`config.mk`:
```
export PLATFORM = sky130hd
export DESIGN_NAME = wb_byte_loader_flat
export DESIGN_NICKNAME = d
export VERILOG_FILES = /design/src/rtl/wb_byte_loader_pkg.sv /design/src/rtl/wb_byte_loader_if.sv /design/src/rtl/wb_byte_loader_tx_shift.sv /design/src/rtl/wb_byte_loader.sv /design/src/flat_wrapper.sv
export SDC_FILE = /design/constraint.sdc
export NUM_CORES = 1
export LEC_CHECK = 0
export BUFFER_PORTS_ARGS = -buffer_cell sky130_fd_sc_hd__buf_2
export CAP_MARGIN = 20
export CORE_MARGIN = 2
export CORE_UTILIZATION = 56
export CTS_BUF_LIST = sky130_fd_sc_hd__clkbuf_16
export DETAILED_ROUTE_END_ITERATION = 7
export PLACE_DENSITY = 0.83
export SLEW_MARGIN = 20
export SYNTH_ARGS = -nofsm -noshare
export SYNTH_HDL_FRONTEND = slang
export SYNTH_HIERARCHICAL = 1
export SYNTH_SLANG_ARGS = --single-unit
```
`constraint.sdc`:
```
create_clock -name clock -period 2.7 [get_ports clock]
set_input_delay 0.27 -clock clock [delete_from_list [all_inputs] [get_ports clock]]
set_output_delay 0.27 -clock clock [all_outputs]
set_load 0.005 [all_outputs]
```
`src/rtl/wb_byte_loader_pkg.sv`:
```
// Shared opcodes, response codes and FSM state encoding for the byte-stream Wishbone loader.
package wb_byte_loader_pkg;

  localparam logic [7:0] OpWrite = 8'h57;
  localparam logic [7:0] OpRead  = 8'h52;
  localparam logic [7:0] OpHold  = 8'h48;
  localparam logic [7:0] OpGo    = 8'h47;

  localparam logic [7:0] RespOk  = 8'h4B;
  localparam logic [7:0] RespErr = 8'h45;

  typedef enum logic [2:0] {
    StIdle = 3'd0,
    StAddr = 3'd1,
    StData = 3'd2,
    StBus  = 3'd3,
    StResp = 3'd4
  } state_e;

endpackage

```
`src/rtl/wb_byte_loader_if.sv`:
```
// Classic single-cycle Wishbone bus between the loader (master) and the backdoor port (slave).
interface wb_byte_loader_if;
  logic [31:0] wb_addr_o;
  logic [31:0] wb_data_o;
  logic        wb_we_o;
  logic        wb_cyc_o;
  logic        wb_strobe_o;
  logic [31:0] wb_data_i;
  logic        wb_ack_i;

  modport master (
    output wb_addr_o, wb_data_o, wb_we_o, wb_cyc_o, wb_strobe_o,
    input  wb_data_i, wb_ack_i
  );

  modport slave (
    input  wb_addr_o, wb_data_o, wb_we_o, wb_cyc_o, wb_strobe_o,
    output wb_data_i, wb_ack_i
  );
endinterface

```
`src/rtl/wb_byte_loader_tx_shift.sv`:
```
// Response shifter: holds up to four bytes, presents them MSB-first, and flags the last accept.
module wb_byte_loader_tx_shift (
  input  logic        clock,
  input  logic        reset,
  input  logic        load,
  input  logic [31:0] load_word,
  input  logic [2:0]  load_count,
  input  logic        tx_ready,
  output logic [7:0]  tx_data,
  output logic        tx_valid,
  output logic        done
);

  logic [31:0] word_q;
  logic [2:0]  cnt_q;
  logic        valid_q;
  logic        accept;

  assign accept = valid_q & tx_ready;

  always_ff @(posedge clock) begin
    if (reset) begin
      word_q  <= '0;
      cnt_q   <= '0;
      valid_q <= 1'b0;
    end else if (load) begin
      word_q  <= load_word;
      cnt_q   <= load_count;
      valid_q <= (load_count != 3'd0);
    end else if (accept) begin
      word_q <= {word_q[23:0], 8'h00};
      cnt_q  <= cnt_q - 3'd1;
      if (cnt_q == 3'd1) valid_q <= 1'b0;
    end
  end

  assign tx_data  = word_q[31:24];
  assign tx_valid = valid_q;
  assign done     = accept && (cnt_q == 3'd1);

endmodule

```
`src/rtl/wb_byte_loader.sv`:
```
// Framed byte commands in, single Wishbone cycles out; also gates the CPU reset during loading.
module wb_byte_loader
  import wb_byte_loader_pkg::*;
#(
  parameter int unsigned ACK_TIMEOUT   = 255,
  parameter bit          HOLD_ON_RESET = 1'b1
) (
  input  logic                     clock,
  input  logic                     reset,
  input  logic [7:0]               rx_data,
  input  logic                     rx_valid,
  output logic [7:0]               tx_data,
  output logic                     tx_valid,
  input  logic                     tx_ready,
  wb_byte_loader_if.master         wb,
  output logic                     cpu_reset_o
);

  state_e      state_q;
  logic        we_q;
  logic [31:0] addr_q;
  logic [31:0] data_q;
  logic        cyc_q;
  logic        bus_we_q;
  logic        cpu_reset_q;
  logic [1:0]  byte_cnt_q;
  logic [31:0] to_cnt_q;

  logic        timeout;
  logic        tx_load;
  logic [31:0] tx_word;
  logic [2:0]  tx_count;
  logic        tx_done;

  assign timeout = (to_cnt_q == ACK_TIMEOUT - 1);

  // Response is loaded on the same edge the FSM enters StResp, so the first byte is valid next cycle.
  always_comb begin
    tx_load  = 1'b0;
    tx_word  = '0;
    tx_count = 3'd1;
    unique case (state_q)
      StIdle: begin
        if (rx_valid && (rx_data == OpHold || rx_data == OpGo)) begin
          tx_load = 1'b1;
          tx_word = {RespOk, 24'h0};
        end
      end
      StBus: begin
        if (wb.wb_ack_i) begin
          tx_load = 1'b1;
          if (we_q) begin
            tx_word = {RespOk, 24'h0};
          end else begin
            tx_word  = wb.wb_data_i;
            tx_count = 3'd4;
          end
        end else if (timeout) begin
          tx_load = 1'b1;
          tx_word = {RespErr, 24'h0};
        end
      end
      default: ;
    endcase
  end

  always_ff @(posedge clock) begin
    if (reset) begin
      state_q     <= StIdle;
      we_q        <= 1'b0;
      addr_q      <= '0;
      data_q      <= '0;
      cyc_q       <= 1'b0;
      bus_we_q    <= 1'b0;
      cpu_reset_q <= HOLD_ON_RESET;
      byte_cnt_q  <= '0;
      to_cnt_q    <= '0;
    end else begin
      unique case (state_q)
        StIdle: begin
          if (rx_valid) begin
            case (rx_data)
              OpWrite, OpRead: begin
                we_q       <= (rx_data == OpWrite);
                byte_cnt_q <= '0;
                state_q    <= StAddr;
              end
              OpHold: begin
                cpu_reset_q <= 1'b1;
                state_q     <= StResp;
              end
              OpGo: begin
                cpu_reset_q <= 1'b0;
                state_q     <= StResp;
              end
              default: ;
            endcase
          end
        end
        StAddr: begin
          if (rx_valid) begin
            addr_q     <= {addr_q[23:0], rx_data};
            byte_cnt_q <= byte_cnt_q + 2'd1;
            if (byte_cnt_q == 2'd3) begin
              if (we_q) begin
                state_q <= StData;
              end else begin
                state_q  <= StBus;
                cyc_q    <= 1'b1;
                bus_we_q <= 1'b0;
              end
            end
          end
        end
        StData: begin
          if (rx_valid) begin
            data_q     <= {data_q[23:0], rx_data};
            byte_cnt_q <= byte_cnt_q + 2'd1;
            if (byte_cnt_q == 2'd3) begin
              state_q  <= StBus;
              cyc_q    <= 1'b1;
              bus_we_q <= 1'b1;
            end
          end
        end
        StBus: begin
          if (wb.wb_ack_i || timeout) begin
            cyc_q    <= 1'b0;
            bus_we_q <= 1'b0;
            to_cnt_q <= '0;
            state_q  <= StResp;
          end else begin
            to_cnt_q <= to_cnt_q + 32'd1;
          end
        end
        StResp: begin
          if (tx_done) state_q <= StIdle;
        end
        default: state_q <= StIdle;
      endcase
    end
  end

  wb_byte_loader_tx_shift u_tx_shift (
    .clock      (clock),
    .reset      (reset),
    .load       (tx_load),
    .load_word  (tx_word),
    .load_count (tx_count),
    .tx_ready   (tx_ready),
    .tx_data    (tx_data),
    .tx_valid   (tx_valid),
    .done       (tx_done)
  );

  assign wb.wb_addr_o   = addr_q;
  assign wb.wb_data_o   = data_q;
  assign wb.wb_we_o     = bus_we_q;
  assign wb.wb_cyc_o    = cyc_q;
  assign wb.wb_strobe_o = cyc_q;
  assign cpu_reset_o    = cpu_reset_q;

endmodule

```
`src/flat_wrapper.sv`:
```
// flat-port wrapper written by rule: the top's interface ports become plain ports
module wb_byte_loader_flat import wb_byte_loader_pkg::*;
#(
  parameter int unsigned ACK_TIMEOUT   = 255,
  parameter bit          HOLD_ON_RESET = 1'b1
)
  (clock, reset, rx_data, rx_valid, tx_data, tx_valid, tx_ready, cpu_reset_o, wb_wb_addr_o, wb_wb_data_o, wb_wb_we_o, wb_wb_cyc_o, wb_wb_strobe_o, wb_wb_data_i, wb_wb_ack_i);
  wb_byte_loader_if wb_i ();
  input  logic clock;
  input  logic reset;
  input  logic [7:0] rx_data;
  input  logic rx_valid;
  output logic [7:0] tx_data;
  output logic tx_valid;
  input  logic tx_ready;
  output logic cpu_reset_o;
  output wire logic [$bits(wb_i.wb_addr_o)-1:0] wb_wb_addr_o;
  output wire logic [$bits(wb_i.wb_data_o)-1:0] wb_wb_data_o;
  output wire logic [$bits(wb_i.wb_we_o)-1:0] wb_wb_we_o;
  output wire logic [$bits(wb_i.wb_cyc_o)-1:0] wb_wb_cyc_o;
  output wire logic [$bits(wb_i.wb_strobe_o)-1:0] wb_wb_strobe_o;
  input wire logic [$bits(wb_i.wb_data_i)-1:0] wb_wb_data_i;
  input wire logic [$bits(wb_i.wb_ack_i)-1:0] wb_wb_ack_i;
  assign wb_wb_addr_o = wb_i.wb_addr_o;
  assign wb_wb_data_o = wb_i.wb_data_o;
  assign wb_wb_we_o = wb_i.wb_we_o;
  assign wb_wb_cyc_o = wb_i.wb_cyc_o;
  assign wb_wb_strobe_o = wb_i.wb_strobe_o;
  assign wb_i.wb_data_i = wb_wb_data_i;
  assign wb_i.wb_ack_i = wb_wb_ack_i;
  wb_byte_loader #(.ACK_TIMEOUT(ACK_TIMEOUT), .HOLD_ON_RESET(HOLD_ON_RESET)) u_core (.clock(clock), .reset(reset), .rx_data(rx_data), .rx_valid(rx_valid), .tx_data(tx_data), .tx_valid(tx_valid), .tx_ready(tx_ready), .wb(wb_i), .cpu_reset_o(cpu_reset_o));
endmodule
```
==> flow_summary.toml, run 1 <==
[timing]
fmax_mhz = 395
setup_tns_ps = 0
period_minus_slack_ps = 2530
post-route-period-util = 0.937
tightest_slew_ps = 705
slew_viol_final = 0
fin_skew_ps = 11.2
rsz0062_at_grt = "no"
maxSlewHeadroom = 0.528
hold_viol = 0
hold_slack_ps = 140
setup_viol = 0

[worst_setup_path]
endpoint_kind = "register"
worstPathCellList = "inv_1 > ha_1 > or4b_1 > nor4_4 > a21oi_1 > nand2b_2 > nand2_4 > buf_12 > a211oi_1 > nor3_1"
arrival_ps = 2850
timing_worst_setup_path_type = "register to register"
critical_path.max_stage_delay_ps = 490
critPathBufInv = 2
critPathLaunchType = "register"
cp_slowest_cell = "or4b_1"
path_max_fanout = 41
crit_required_ps = 3020
path_delay_family = "simple AND/OR/NAND/NOR gates"

[clocking]
clk_path_buf_depth = 2
post_cts_buffers = 0
h-tree-depth = 4
cts_tree = "done"
clkSlewWorstSetupHoldPaths_ps = 60
root_buffer = "clkbuf_16"
ctsHoldBuffers = 0
clk_latency_ps = 410
ctsResizeCount = 0
cts_inserted_buffers = 17
clock-sinks = 141

[drt]
via_count = 5656
dr.first_iter.drc_count = 494
via_per_inst = 5.44
wl_per_cell_um = 14.0
wl_um = 14600
drc = 0
dr.pass1.iters = 5
antenna_left = 0

[grt]
track_usage = 0.231
grt_antenna_before_repair = 0
grt_pass1_wl_um = 24300
grt_max_degree = 77
overflow = 0
first_global_vias = 5123

[floorplanning]
core_mm2 = 0.0115
die-area_mm2 = 0.0127
initial_core_util = 0.578
die_h_um = 113
fp.dieW_um = 113
ioPinCount = 122
num_rows = 39

[final_layout]
drive_above_1_share = 0.253
diodes = 0
final.fill_count = 896
areaGrowthSynthToFinish_pct = 19.0
final-seq-area_mm2 = 0.00282
fin_cells = 1040
final_nets = 934
multi_input_area_mm2 = 0.00342

[placed_design]
portBuffers = 121
hpwl_um = 9420
dpl.cell_count = 1008
gp_congestion = 0.848

[pwr]
ir_drop_v = 0.000498
seq_power_share = 0.427
p_leak_nw = 3.16
p_int_mw = 3.94
clockPowerShare = 0.546
power.switching_mw = 0.946
powerDensity_mw_per_mm2 = 620
netSwitchingFraction = 0.193
p_comb_frac = 0.026

[job]
maxCapViolations = 0

[synth]
syn_avg_cell_area_um2 = 8.37
ys.warnings.count = 6
synth_area_mm2 = 0.00663
synth_area_leaders = "dfxtp_1 (43%), nand2_1 (8.6%), a21oi_1 (6.3%)"
ys_types = 59
synth_edf_count = 0
synth_ff_type = "dfxtp_1"
synth_top_area_cell = "dfxtp_1"
synthCells = 792
synthDominantCellAreaShare = 0.426
ys_ff_latch = 141
synthArstFlopShare = 0
yosysSeqAreaShare = 0.426

[min_path]
hp-class = "input pin to register"

[outcome]
status = "completed"
## power by group through the flow
stage,clock network (mW),logic (mW),registers (mW)
after floorplan,0,0.0755,2.13
after global placement,0,0.126,2.13
after detailed placement,0,0.127,2.13
after CTS,2.70,0.128,2.09
after global routing,2.79,0.142,2.09
final,2.67,0.129,2.09
## per-stage QoR
step                total power, mW   util  worst slack (ps)  area [um^2]
CTS                            4.92  0.687               101         7870
global placement               2.26  0.628               251         7200
detailed placement             2.26  0.628               144         7200
global route                   5.02  0.688              9.86         7890
floorplan                      2.21      -               368         6640
finish                         4.89  0.688               169         7890
## tightest hold or removal path: stages
cell     delay (ps)
buf_2           130
nand2_1          60
a21oi_1          50
## synth_stat cells, types with 4 or more instances
cell	n
nand3_1	15
nor2b_1	25
xor2_1	24
a211oi_1	7
o21ai_0	9
a211oi_2	20
clkbuf_1	36
dfxtp_1	141
nor3_2	16
nor3_1	16
nand3b_1	10
ha_1	5
and3_1	14
nand2b_1	8
buf_2	7
and3_2	8
and2_1	27
nand2_1	152
a21oi_1	84
buf_6	4
nor2_1	52
inv_1	13
xnor2_1	9
buf_4	12
nor4_1	5
nand4_1	17
and3_4	5
## layout by cell type, fill, tap and decap left out, types with 3 or more instances in the layout
cell,count
and2_1,27
o21ai_0,9
mux2i_1,3
buf_2,120
buf_4,13
a211oi_2,20
a21o_1,3
bufinv_16,7
ha_1,5
xnor2_1,9
nand4b_1,3
nor4_1,5
nand4_1,17
a21oi_1,84
and3_1,14
and3_2,8
clkbuf_16,17
xor2_1,24
nor3_2,16
nor3b_1,3
dfxtp_1,141
a211oi_1,7
nor3_1,16
nand3b_1,10
and3_4,5
nor2b_1,25
nand2b_1,7
nand2_1,151
nor2_1,50
inv_1,16
nand3_1,15
or4_1,3
## routing by layer
metal	GRT usage	share of wire
met1	0.315	0.47
met2	0.368	0.46
met3	0.0514	0.052
met4	0.0683	0.012
met5	0	0
## logic make-up (layout without fill, tap and decap cells)
logic type,after synthesis,in the layout,share of synthesized area
other,1,2,0.000565
adder cells (fa/ha/maj),5,5,0.00943
buffers and inverters,76,180,0.0623
AO/OA/AOI/OAI,137,137,0.136
flip-flops,141,141,0.426
multiplexers,3,3,0.00453
XOR/XNOR,33,33,0.0436
AND/OR/NAND/NOR,396,396,0.318
## registers in the layout, indices dropped and copies added (netlist names), 2 cells and up
name,cells
u_core/wb.wb_data_o,32
u_core/u_tx_shift/word_q,32
u_core/u_tx_shift/cnt_q,3
u_core/wb.wb_addr_o,32
u_core/state_q,3
u_core/to_cnt_q,32
u_core/byte_cnt_q,2
## path summary, 6_finish.rpt
path / from / end / slack [ps] / cells after the start
worst max-delay path: u_core/to_cnt_q[0] / u_core/u_tx_shift/word_q[16] / 170 / 10
worst min-delay path: rx_data[5] / u_core/wb.wb_addr_o[5] / 140 / 3
worst max register to register: u_core/to_cnt_q[0] / u_core/u_tx_shift/word_q[16] / 170 / 10
worst min register to register: u_core/wb.wb_addr_o[28] / u_core/wb.wb_addr_o[28] / 450 / 2
## cell type report
| type | instances | share of cell area |
|---|---|---|
| multi-input cells | 576 | 0.434 |
| flip-flops and latches | 141 | 0.358 |
| repair buffers | 135 | 0.0936 |
| clock buffers | 17 | 0.0539 |
| clock inverters | 15 | 0.0319 |
| well taps | 143 | 0.0227 |
| inverters | 13 | 0.00618 |
No activity file was read; power rests on OpenSTA's default activity.
==> inputs of run 2 (changes only) <==
Settings changed: CORE_ASPECT_RATIO set to 0.8, PLACE_DENSITY 0.83 to unset, PLACE_DENSITY_LB_ADDON set to 0.1.
==> run 2 against run 1 <==
Compared with the run above: hold slack lost 15 ps; utilization shrank 0.65 points; fmax grew 0.98%; critical path depth is the same; clock power shrank 7%; critical path type unchanged; largest power group unchanged; highest routed layer unchanged.
==> flow_summary.toml, run 2 (synthesized netlist as in run 1, its figures left out) <==
[drt]
wl_um = 14900
wl_per_cell_um = 14.3
dr.first_iter.drc_count = 383
via_per_inst = 5.48
drt-met1-wl_um = 6880
dr_wl_met3_um = 984
dr.pass1.iters = 5
wl_met2_um = 6910
drc = 0
antenna_left = 0
via_count = 5721
top_layer_used = "met4"

[floorplanning]
initial_core_util = 0.576
core_mm2 = 0.0115
num_rows = 35
die-area_mm2 = 0.0127
die_h_um = 101
fp.dieW_um = 126
ioPinCount = 122

[job]
maxCapViolations = 0

[worst_setup_path]
path_max_fanout = 30
cp_slowest_cell = "or4b_1"
r2r-start = "u_core/to_cnt_q[0]"
r2r-end = "u_core/u_tx_shift/word_q[25]"
path_delay_family = "simple AND/OR/NAND/NOR gates"
critical_path.max_stage_delay_ps = 440
critPathBufInv = 2
reg2reg_depth = 10
critPathLaunchType = "register"
r2r_slack_ps = 190
worstPathCellList = "inv_1 > ha_1 > or4b_1 > nor4_2 > a21oi_1 > nand2b_2 > nand2_2 > buf_12 > nor2b_1 > nor3_2"
timing_worst_setup_path_type = "register to register"
endpoint_kind = "register"
crit_required_ps = 2980
arrival_ps = 2780

[clocking]
ctsHoldBuffers = 0
post_cts_buffers = 0
clock-sinks = 141
clk_latency_ps = 410
cts_inserted_buffers = 17
cts_tree = "done"
clkSlewWorstSetupHoldPaths_ps = 60
ctsResizeCount = 0
root_buffer = "clkbuf_16"
h-tree-depth = 4
clk_path_buf_depth = 2

[timing]
tightest_slew_ps = 895
fin_skew_ps = 11.4
slew_viol_final = 0
maxSlewHeadroom = 0.398
setup_tns_ps = 0
hold_viol = 0
post-route-period-util = 0.928
setup_viol = 0
rsz0062_at_grt = "no"
fmax_mhz = 399
period_minus_slack_ps = 2510

[grt]
track_usage = 0.238
grt_pass1_wl_um = 25200
grt_antenna_before_repair = 0
first_global_vias = 5476
overflow = 0
grt_max_degree = 110

[placed_design]
hpwl_um = 9960
gp_congestion = 0.819
portBuffers = 121
dpl_cell_area_mm2 = 0.00722

[final_layout]
areaGrowthSynthToFinish_pct = 18.4
final_common_cell = "nand2_1"
final_nets = 934
diodes = 0
fin_area_mm2 = 0.00785
final_cell_mix = "nand2_1 (151), dfxtp_1 (141), buf_2 (120)"
drive_above_1_share = 0.258

[min_path]
min_from = "rx_data[7]"
min_path_cells = 3
hp-class = "input pin to register"
min_delay_worst_endpoint = "u_core/wb.wb_data_o[7]"

[outcome]
status = "completed"

[pwr]
ir_drop_v = 0.000498
p_leak_nw = 3.12
powerDensity_mw_per_mm2 = 598
## run 2: changes by cell type in the layout (fill, tap and decap cells not counted), moves of 2 or more
cell	before	now
bufinv_16	7	4
clkinv_1	2	0
clkinv_4	1	3
inv_1	16	13
inv_6	1	6
## run 2: worst max path at each step
stage,start,to,cells after the start
after floorplan,u_core/to_cnt_q[0],u_core/u_tx_shift/word_q[26],11
after global placement,u_core/to_cnt_q[0],u_core/u_tx_shift/word_q[12],10
after detailed placement,u_core/to_cnt_q[0],u_core/u_tx_shift/word_q[25],10
after CTS,u_core/to_cnt_q[0],u_core/u_tx_shift/tx_valid,10
after global routing,u_core/to_cnt_q[0],u_core/u_tx_shift/tx_valid,10
final,u_core/to_cnt_q[0],u_core/u_tx_shift/word_q[25],10
## run 2: power by group
part / switching [mW] / internal, mW / leakage (nW)
logic: 0.0810 / 0.0460 / 1.68
registers: 0.00395 / 2.08 / 1.14
clock network: 0.915 / 1.56 / 0.306
total: 1.00 / 3.69 / 3.12
## run 2: worst reg2reg max path: stages, from the launching register on
cell and delay [ps]:
dfxtp_1 340, inv_1 90, ha_1 140, or4b_1 440, nor4_2 350, a21oi_1 140, nand2b_2 240, nand2_2 150
buf_12 200, nor2b_1 230, nor3_2 60
## run 2: routing by layer
metal  track usage  up-vias
li1              -     2871
met1         0.320     2694
met2         0.377      144
met3        0.0697       12
met4        0.0667        0
met5             0        -
## run 2: cell type report
cell class / instances / area [um^2]
fill: 953 / 3670
multi-input combinational: 576 / 3410
sequential: 141 / 2820
timing repair buffer: 135 / 751
clock buffer: 17 / 425
clock inverter: 14 / 206
tap: 148 / 185
inverter: 13 / 48.8
## run 2: stage by stage
step | utilization | hold WS (ps) | total power [mW] | setup WS (ps) | cells
after global placement | 0.627 | 440 | 2.26 | 335 | 1013
after floorplan | - | 377 | 2.21 | 368 | 793
after global routing | 0.682 | 118 | 4.85 | 12.7 | 1044
after detailed placement | 0.627 | 446 | 2.26 | 205 | 1013
after CTS | 0.681 | 114 | 4.73 | 193 | 1044
final | 0.682 | 125 | 4.69 | 194 | 1044
==> inputs of run 3 (changes only) <==
Settings changed: ABC_AREA set to 1, CAP_MARGIN 20 to 40.
==> run 3 against run 2 <==
Compared with the run above: register-to-register slack better by 320 ps; global-route usage up 1.2 points; die area down 1.1%; setup slack better by 320 ps; sequential share of layout area up 0.24 points; hold slack about the same; critical path depth up 5; non-clock buffer count down 5; highest routed layer unchanged; utilization down 0.20 points.
==> flow_summary.toml, run 3 <==
[pwr]
ir_drop_v = 0.000631
powerDensity_mw_per_mm2 = 742
total_power_mw = 5.79
p_leak_nw = 3.84

[outcome]
status = "completed"

[worst_setup_path]
cp_slowest_cell = "inv_2"
crit_required_ps = 3040
critPathMostFrequentCell = "nand2_1"
r2r_slack_ps = 510
worstPathCellList = "inv_1 > ha_1 > inv_1 > nor2_1 > nand2_1 > nor2_1 > nand2_1 > nand2_1 > nand2_1 > nand2_1 > inv_2 > nand2_4 > inv_2 > nand2_1 > a21oi_1"
critPathBufInv = 4
path_delay_family = "buffers and inverters"
path_max_fanout = 34
critPathLaunchType = "register"
critical_path.max_stage_delay_ps = 420
endpoint_kind = "register"
timing_worst_setup_path_type = "register to register"
arrival_ps = 2530

[clocking]
ctsResizeCount = 0
clkSlewWorstSetupHoldPaths_ps = 60
root_buffer = "clkbuf_16"
cts_inserted_buffers = 17
ctsHoldBuffers = 0
post_cts_buffers = 0
clk_path_buf_depth = 2
h-tree-depth = 4
cts_tree = "done"
clock-sinks = 141
clk_latency_ps = 420

[final_layout]
final_common_cell = "nand2_1"
areaGrowthSynthToFinish_pct = 18.9
fin_area_mm2 = 0.00780
final.fill_count = 1077
final_nets = 1147
diodes = 0
drive_above_1_share = 0.168
final_cell_mix = "nand2_1 (243), nor2_1 (216), dfxtp_1 (141)"

[drt]
dr.first_iter.drc_count = 383
drc = 0
antenna_left = 0
via_count = 6379
dr.pass1.iters = 5
via_per_inst = 5.07
wl_per_cell_um = 12.4
wl_um = 15600

[placed_design]
portBuffers = 121
pre_cts_ws_ps = 552
dpl_cell_area_mm2 = 0.00719
hpwl_um = 10200
gp_congestion = 0.875

[floorplanning]
ioPinCount = 122
num_rows = 35
core_mm2 = 0.0115
fp.dieW_um = 125
initial_core_util = 0.572
die_h_um = 101
die-area_mm2 = 0.0126

[timing]
hold_slack_ps = 125
post-route-period-util = 0.811
period_minus_slack_ps = 2190
hold_viol = 0
setup_viol = 0
maxSlewHeadroom = 0.627
setup_tns_ps = 0
tightest_slew_ps = 559
slew_viol_final = 0
rsz0062_at_grt = "no"
fmax_mhz = 457
fin_skew_ps = 6.80
fin_ws_ps = 510

[synth]
ys_top_cells_by_count = "nand2_1 (243), nor2_1 (216), dfxtp_1 (141)"
synth_fa_ha_area_frac = 0.00954
synthDominantCellAreaShare = 0.430
synth_area_leaders = "dfxtp_1 (43%), nand2_1 (14%), nor2_1 (12%)"
ys_ff_latch = 141
synth_area_mm2 = 0.00656
ys_types = 35
ys.warnings.count = 6
synth_top_area_cell = "dfxtp_1"
synthCells = 992
synth_edf_count = 0
synth-compound-area-share = 0.115
yosysSeqAreaShare = 0.430
synth_top_family_by_area = "simple AND/OR/NAND/NOR gates"
synth-xor-area-share = 0.00935
syn_avg_cell_area_um2 = 6.61
synthArstFlopShare = 0
synthSimpleGateAreaFrac = 0.341
synth_ff_type = "dfxtp_1"
synth_mux_area_frac = 0
yosysMostFrequentCell = "nand2_1"

[grt]
first_global_vias = 5529
grt_pass1_wl_um = 25900
grt_max_degree = 67
grt_antenna_before_repair = 0
track_usage = 0.250
overflow = 0

[min_path]
hp-class = "input pin to register"

[job]
maxCapViolations = 0
[run 3: cell count changes in the layout (fill, tap and decap cells not counted), sizes merged, moves of 13 or more]
cell / delta
a21oi: -26
inv: +90
nor2: +172
o21ai: +76
nor2b: -25
and3: -27
nand3: +13
and2: -26
nand2: +95
a211oi: -25
xor2: -18
[run 3: cell type report]
type                    count  area (um^2)  share of cell area
inverters                 103          387              0.0496
well taps                 148          185              0.0237
multi-input cells         704         3120               0.400
repair buffers            130          673              0.0863
clock inverters            15          183              0.0234
flip-flops and latches    141         2820               0.362
clock buffers              17          425              0.0546
[run 3: worst reg2reg max path: cells and delay by family (launching register included)]
family	cells	cell delay, ps
compound gates	1	170
fa+ha+maj	1	190
buf+inv	4	710
flops	1	350
simple gates	9	690
[run 3: routing by layer]
| layer | vias up | global-route usage | wire [um] |
|---|---|---|---|
| met2 | 183 | 0.377 | 6890 |
| met1 | 2880 | 0.351 | 7420 |
| met5 | - | 0 | 0 |
| li1 | 3307 | - | - |
| met4 | 0 | 0.0556 | 97 |
| met3 | 9 | 0.0828 | 1230 |
[run 3: final timing paths]
path                                      from                            to  cells after the start
setup reg to reg            u_core/to_cnt_q[0]  u_core/u_tx_shift/word_q[27]                     15
hold reg to reg   u_core/u_tx_shift/word_q[28]  u_core/u_tx_shift/word_q[28]                      2
setup / recovery            u_core/to_cnt_q[0]  u_core/u_tx_shift/word_q[27]                     15
hold / removal                      rx_data[2]        u_core/wb.wb_data_o[2]                      3
[run 3: power breakdown]
part	switching [mW]	internal, mW
sequential	0.136	2.29
clock	0.947	1.47
combinational	0.599	0.347
total	1.68	4.10
[run 3: per-stage QoR]
stage                     cells   util
after detailed placement   1226  0.627
after floorplan             993      -
after global routing       1258  0.680
final                      1258  0.680
after CTS                  1258  0.680
after global placement     1226  0.627
[run 3: kinds of logic (layout without fill, tap and decap cells)]
family | count (synthesis) | count (layout)
compound gates | 149 | 149
xor+xnor | 7 | 7
fa+ha+maj | 5 | 5
buf+inv | 148 | 265
flops | 141 | 141
other cells | 1 | 2
simple gates | 541 | 541
